## src/rtl/lsu_ctrl.sv

```systemverilog
// Load/store control stage in front of the byte-addressable data memory: checks each request,
// drives the memory port for one cycle, extends load data and returns a registered response.
module lsu_ctrl #(
  parameter int MEMSIZE          = 'h400,
  parameter int DWIDTH           = 32,
  parameter int ALLOW_MISALIGNED = 1,
  localparam int WIDTH           = $clog2(MEMSIZE)
) (
  input  logic              clk,
  input  logic              reset,
  input  logic              req_valid,
  output logic              req_ready,
  input  logic              req_wen,
  input  logic [2:0]        req_funct3,
  input  logic [31:0]       req_addr,
  input  logic [DWIDTH-1:0] req_wdata,
  output logic              rsp_valid,
  input  logic              rsp_ready,
  output logic [DWIDTH-1:0] rsp_rdata,
  output logic              rsp_err,
  output logic              mem_en,
  output logic              mem_wen,
  output logic [WIDTH-1:0]  mem_addr,
  output logic [2:0]        mem_data_in_w,
  output logic [DWIDTH-1:0] mem_wdata,
  input  logic [DWIDTH-1:0] mem_rdata
);

  typedef enum logic [1:0] {IDLE, ACCESS, RESP} state_e;

  localparam logic [WIDTH+1:0] MEM_LIMIT = (WIDTH+2)'(MEMSIZE);

  state_e            state_q, state_d;
  logic              wen_q, wen_d;
  logic [2:0]        funct3_q, funct3_d;
  logic [WIDTH-1:0]  addr_q, addr_d;
  logic [DWIDTH-1:0] wdata_q, wdata_d;
  logic              err_q, err_d;
  logic [DWIDTH-1:0] rsp_rdata_q, rsp_rdata_d;
  logic              rsp_err_q, rsp_err_d;

  logic [WIDTH+1:0]  req_size;
  logic [WIDTH+1:0]  req_end;
  logic              funct3_bad, range_bad, align_bad, req_err;
  logic              accept;
  logic [DWIDTH-1:0] load_data;

  // Fault classification of the incoming request, used only at the capture edge.
  always_comb begin
    req_size = '0;
    case (req_funct3[1:0])
      2'b00:   req_size = (WIDTH+2)'(1);
      2'b01:   req_size = (WIDTH+2)'(2);
      2'b10:   req_size = (WIDTH+2)'(4);
      default: req_size = '0;
    endcase
    if (req_wen) funct3_bad = req_funct3[2] || (req_funct3[1:0] == 2'b11);
    else         funct3_bad = (req_funct3[1:0] == 2'b11) || (req_funct3 == 3'b110);
    req_end   = {2'b00, req_addr[WIDTH-1:0]} + req_size;
    range_bad = (req_addr[31:WIDTH] != '0) || (req_end > MEM_LIMIT);
    align_bad = (ALLOW_MISALIGNED == 0) &&
                (((req_funct3[1:0] == 2'b01) && req_addr[0]) ||
                 ((req_funct3[1:0] == 2'b10) && (req_addr[1:0] != 2'b00)));
    req_err   = funct3_bad || range_bad || align_bad;
  end

  always_comb begin
    load_data = mem_rdata;
    case (funct3_q)
      3'b000:  load_data = {{(DWIDTH-8){mem_rdata[7]}}, mem_rdata[7:0]};
      3'b100:  load_data = {{(DWIDTH-8){1'b0}}, mem_rdata[7:0]};
      3'b001:  load_data = {{(DWIDTH-16){mem_rdata[15]}}, mem_rdata[15:0]};
      3'b101:  load_data = {{(DWIDTH-16){1'b0}}, mem_rdata[15:0]};
      default: load_data = mem_rdata;
    endcase
  end

  assign req_ready = (state_q == IDLE) || ((state_q == RESP) && rsp_ready);
  assign accept    = req_valid && req_ready;

  always_comb begin
    state_d     = state_q;
    wen_d       = wen_q;
    funct3_d    = funct3_q;
    addr_d      = addr_q;
    wdata_d     = wdata_q;
    err_d       = err_q;
    rsp_rdata_d = rsp_rdata_q;
    rsp_err_d   = rsp_err_q;
    case (state_q)
      ACCESS: begin
        rsp_err_d   = err_q;
        rsp_rdata_d = (err_q || wen_q) ? '0 : load_data;
        state_d     = RESP;
      end
      RESP: if (rsp_ready) state_d = IDLE;
      default: state_d = state_q;
    endcase
    // A new capture also covers the back-to-back case out of RESP.
    if (accept) begin
      wen_d    = req_wen;
      funct3_d = req_funct3;
      addr_d   = req_addr[WIDTH-1:0];
      wdata_d  = req_wdata;
      err_d    = req_err;
      state_d  = ACCESS;
    end
  end

  always_ff @(posedge clk) begin
    if (reset) begin
      state_q     <= IDLE;
      wen_q       <= 1'b0;
      funct3_q    <= '0;
      addr_q      <= '0;
      wdata_q     <= '0;
      err_q       <= 1'b0;
      rsp_rdata_q <= '0;
      rsp_err_q   <= 1'b0;
    end else begin
      state_q     <= state_d;
      wen_q       <= wen_d;
      funct3_q    <= funct3_d;
      addr_q      <= addr_d;
      wdata_q     <= wdata_d;
      err_q       <= err_d;
      rsp_rdata_q <= rsp_rdata_d;
      rsp_err_q   <= rsp_err_d;
    end
  end

  // Reset gates the enable so a store caught in ACCESS never commits.
  assign mem_en        = (state_q == ACCESS) && !err_q && !reset;
  assign mem_wen       = mem_en && wen_q;
  assign mem_addr      = addr_q;
  assign mem_data_in_w = {1'b0, funct3_q[1:0]};
  assign mem_wdata     = wdata_q;
  assign rsp_valid     = (state_q == RESP);
  assign rsp_rdata     = rsp_rdata_q;
  assign rsp_err       = rsp_err_q;

endmodule

```

## config.mk

```make
export PLATFORM = sky130hd
export DESIGN_NAME = lsu_ctrl
export DESIGN_NICKNAME = d
export VERILOG_FILES = /design/src/rtl/lsu_ctrl.sv
export SDC_FILE = /design/constraint.sdc
export NUM_CORES = 1
export LEC_CHECK = 0
export CELL_PAD_IN_SITES_DETAIL_PLACEMENT = 1
export CELL_PAD_IN_SITES_GLOBAL_PLACEMENT = 2
export CORE_MARGIN = 2
export CORE_UTILIZATION = 20
export CTS_BUF_LIST = sky130_fd_sc_hd__clkbuf_8
export CTS_CLUSTER_SIZE = 8
export DETAILED_ROUTE_END_ITERATION = 16
export GPL_ROUTABILITY_DRIVEN = 0
export HOLD_SLACK_MARGIN = 0.06
export PLACE_DENSITY = 0.8
export SLEW_MARGIN = 20
export SYNTH_ARGS = -nofsm -noshare
export SYNTH_HDL_FRONTEND = slang
export SYNTH_SLANG_ARGS = --single-unit
export TNS_END_PERCENT = 5
```

## constraint.sdc

```tcl
create_clock -name clk -period 1.6 [get_ports clk]
set_input_delay 0.32 -clock clk [delete_from_list [all_inputs] [get_ports clk]]
set_output_delay 0.32 -clock clk [all_outputs]
set_load 0.1 [all_outputs]
```

==> impl_metrics.ini <==
[floorplanning]
die_h_microns = 133
fp-row-count = 47
die_w_microns = 133
coreArea_sq_um = 16400
start_util_pct = 20.3
ios = 186
die-area_sq_um = 17700

[flow_run]
maxCapViolCount = 0

[cells_and_area]
multiInputGateArea_sq_um = 1570
fin_util_pct = 40.3
layout_commonest_cell = clkdlybuf4s50_1
fillCellCount = 1768
area_growth_pct = 98.6
diodes = 0
layout.nets = 649
final_cell_mix = clkdlybuf4s50_1, buf_12, nor2_1
drive_above_1_share_pct = 25.6
area.sequential_sq_um = 1650

[setup_path]
crit_family = simple AND/OR/NAND/NOR gates
crit_type = reg2out
startpoint_type = register
crit_fanout = 2
cp.required_ns = 1.28
cp.arrival_ns = 1.32
path_buf_inv = 1
path_cells = nand2b_4 -> nor3_4 -> and2_4 -> buf_12
cp-end-kind = primary output
crit_slowest_cell = dfxtp_4
crit_path_max_incr_delay_ns = 0.35

[timing]
maxSlewViolCount = 0
timing_hold_violations_final = 0
worst_slack_ns = -0.0414
fmax_mhz = 609
whs_ns = 0.366
min_period_over_period_pct = 103
final.setup_skew_ns = 0.00906
setup_violations = 3
min_period_ns = 1.64
fin_setup_tns_ns = -0.0511
rsz0062_at_grt = true

[logic_synthesis]
synthArstFlopShare_pct = 0
synth.distinct_cells = 36
syn_nets = 457
yosysSeqAreaShare_pct = 49.4
yosys-top-cells-area = dfxtp_1, mux2i_1, nor2_1
synth_top_area_share_pct = 49.4
synth_area_sq_um = 3330
synth-main-ff-cell = dfxtp_1
postSynthAreaPerCell_sq_um = 9.53
synth_edf_count = 0
synth_top_area_cell = dfxtp_1
synth_seq_cells = 82
synthCells = 349
yosys_warnings = 0

[clock_network]
cts_buffer_depth = 2
clk-insertion-delay-late_ns = 0.36
cts_sinks = 82
cts_max_level = 3
cts-root-buf = clkbuf_8
cts_buffers = 9
clkTransAtPathRegs_ns = 0.08
cts_tree = done
holdBufCountCts = 0

[power]
power_mw = 5.97
power_frac_comb_pct = 35.9
powerDensity_nw_per_um2 = 904
p_clk_share_pct = 25.6
swShare_pct = 35.6
max-vdd-ir-drop_mv = 0.446
p_leak_nw = 2.58
sequentialPowerShare_pct = 38.5
p_int_mw = 3.84
power.net_switching_mw = 2.13

[drt]
vias = 3312
drtPass1Iterations = 4
drc = 0
ant_nets = 0
via_per_inst = 4.34
drt_first_iter_violations = 69
drt_wl_total_microns = 12000
wl_per_cell_microns = 15.7

[run_status]
status = finished, violations left
failed_checks = setup timing

[grt]
grt_pass1_vias = 3642
grt_usage_pct = 13.7
grt_max_degree = 83
antenna_found_initial = 0
grt_overflow_total = 0
grt_pass1_wl_microns = 19000

[placement]
portBuffers = 184
place_hpwl_microns = 9170

[hold_path]
hold_path_class = in2reg
[kinds of logic (layout without fill, tap and decap cells)]
| logic type | Yosys count | after routing | synth area share (%) |
|---|---|---|---|
| muxes | 48 | 48 | 14.4 |
| other | 1 | 1 | 0.113 |
| AOI/OAI and AO/OA | 58 | 58 | 12.5 |
| adders and majority gates | 4 | 4 | 1.73 |
| buffers and inverters | 33 | 228 | 4.74 |
| DFF | 82 | 82 | 49.4 |
| and+or+nand+nor | 122 | 122 | 16.9 |
| xor gates and xnor gates | 1 | 1 | 0.263 |
[layout make-up]
cell class	count	area share (%)
Timing Repair Buffer	209	43.9
Sequential cell	82	25.0
Multi-Input combinational cell	234	23.7
Tap cell	220	4.17
Clock buffer	11	2.29
Clock inverter	3	0.606
Inverter	5	0.284
[cell usage after synthesis (all sizes together) (2+ instances only)]
library cell	instances
nor2	79
a22oi	8
inv	5
clkbuf	13
dfxtp	82
a32oi	16
nor4	5
a21oi	12
mux2i	48
o21a	8
nand2	8
nor3	2
nand4	2
buf	15
nor2b	3
o21ai	8
ha	3
nand2b	20
[power groups by stage]
stage,clock [mW],sequential (mW),combinational (mW)
5_1_grt,1.70,2.31,2.24
3_3_place_gp,0,2.34,2.12
2_1_floorplan,0,3.05,0.468
6_report,1.53,2.30,2.15
3_5_place_dp,0,2.35,2.16
4_1_cts,1.62,2.30,2.17
[repair_timing]
action | CTS | global route
gates cloned | 0 | 0
buffers inserted | 4 | 0
setup endpoints to repair | 5 | 11
pin swaps | 9 | 5
resized for setup | 18 | 2
[routing by layer]
layer / GRT usage (%) / vias up / wire length, microns
li1: - / 1586 / -
met1: 15.4 / 1590 / 4890
met2: 23.9 / 123 / 5950
met3: 4.75 / 13 / 947
met4: 5.14 / 0 / 176
met5: 0 / - / 0
[through the flow]
step                      setup slack [ns]  std cells  instance area (sq um)
after floorplan                     -0.598        349                   3360
after global placement              -0.700        746                   6370
after detailed placement            -0.770        746                   6370
after CTS                          -0.0696        764                   6600
after global routing                -0.138        764                   6610
final                              -0.0414        764                   6610
[registers in the layout (all words and copies together) (netlist names)]
register and flops:
err_q 1, rsp_err 1, wen_q 1, mem_wdata 32, state_q 2, funct3_q 3
mem_addr 10, rsp_rdata 32
[final timing paths]
path | end | startpoint | slack [ns] | depth (start not counted)
max reg2reg | mem_wdata[4]$_SDFFE_PP0P_ | state_q[1]$_SDFFE_PP0P_ | 0.06 | 5
min reg2reg | rsp_rdata[13]$_SDFFE_PP0P_ | rsp_rdata[13]$_SDFFE_PP0P_ | 0.50 | 2
max | mem_wen | state_q[1]$_SDFFE_PP0P_ | -0.04 | 4
min | funct3_q[1]$_SDFFE_PP0P_ | req_funct3[1] | 0.37 | 4
[worst reg2reg max path: stages (launching register included)]
cell      delay (ns)
dfxtp_4         0.35
buf_4           0.15
a211oi_4        0.34
buf_12          0.25
mux2i_1         0.26
nor2_1          0.07
(Power assumes the default switching activity.)
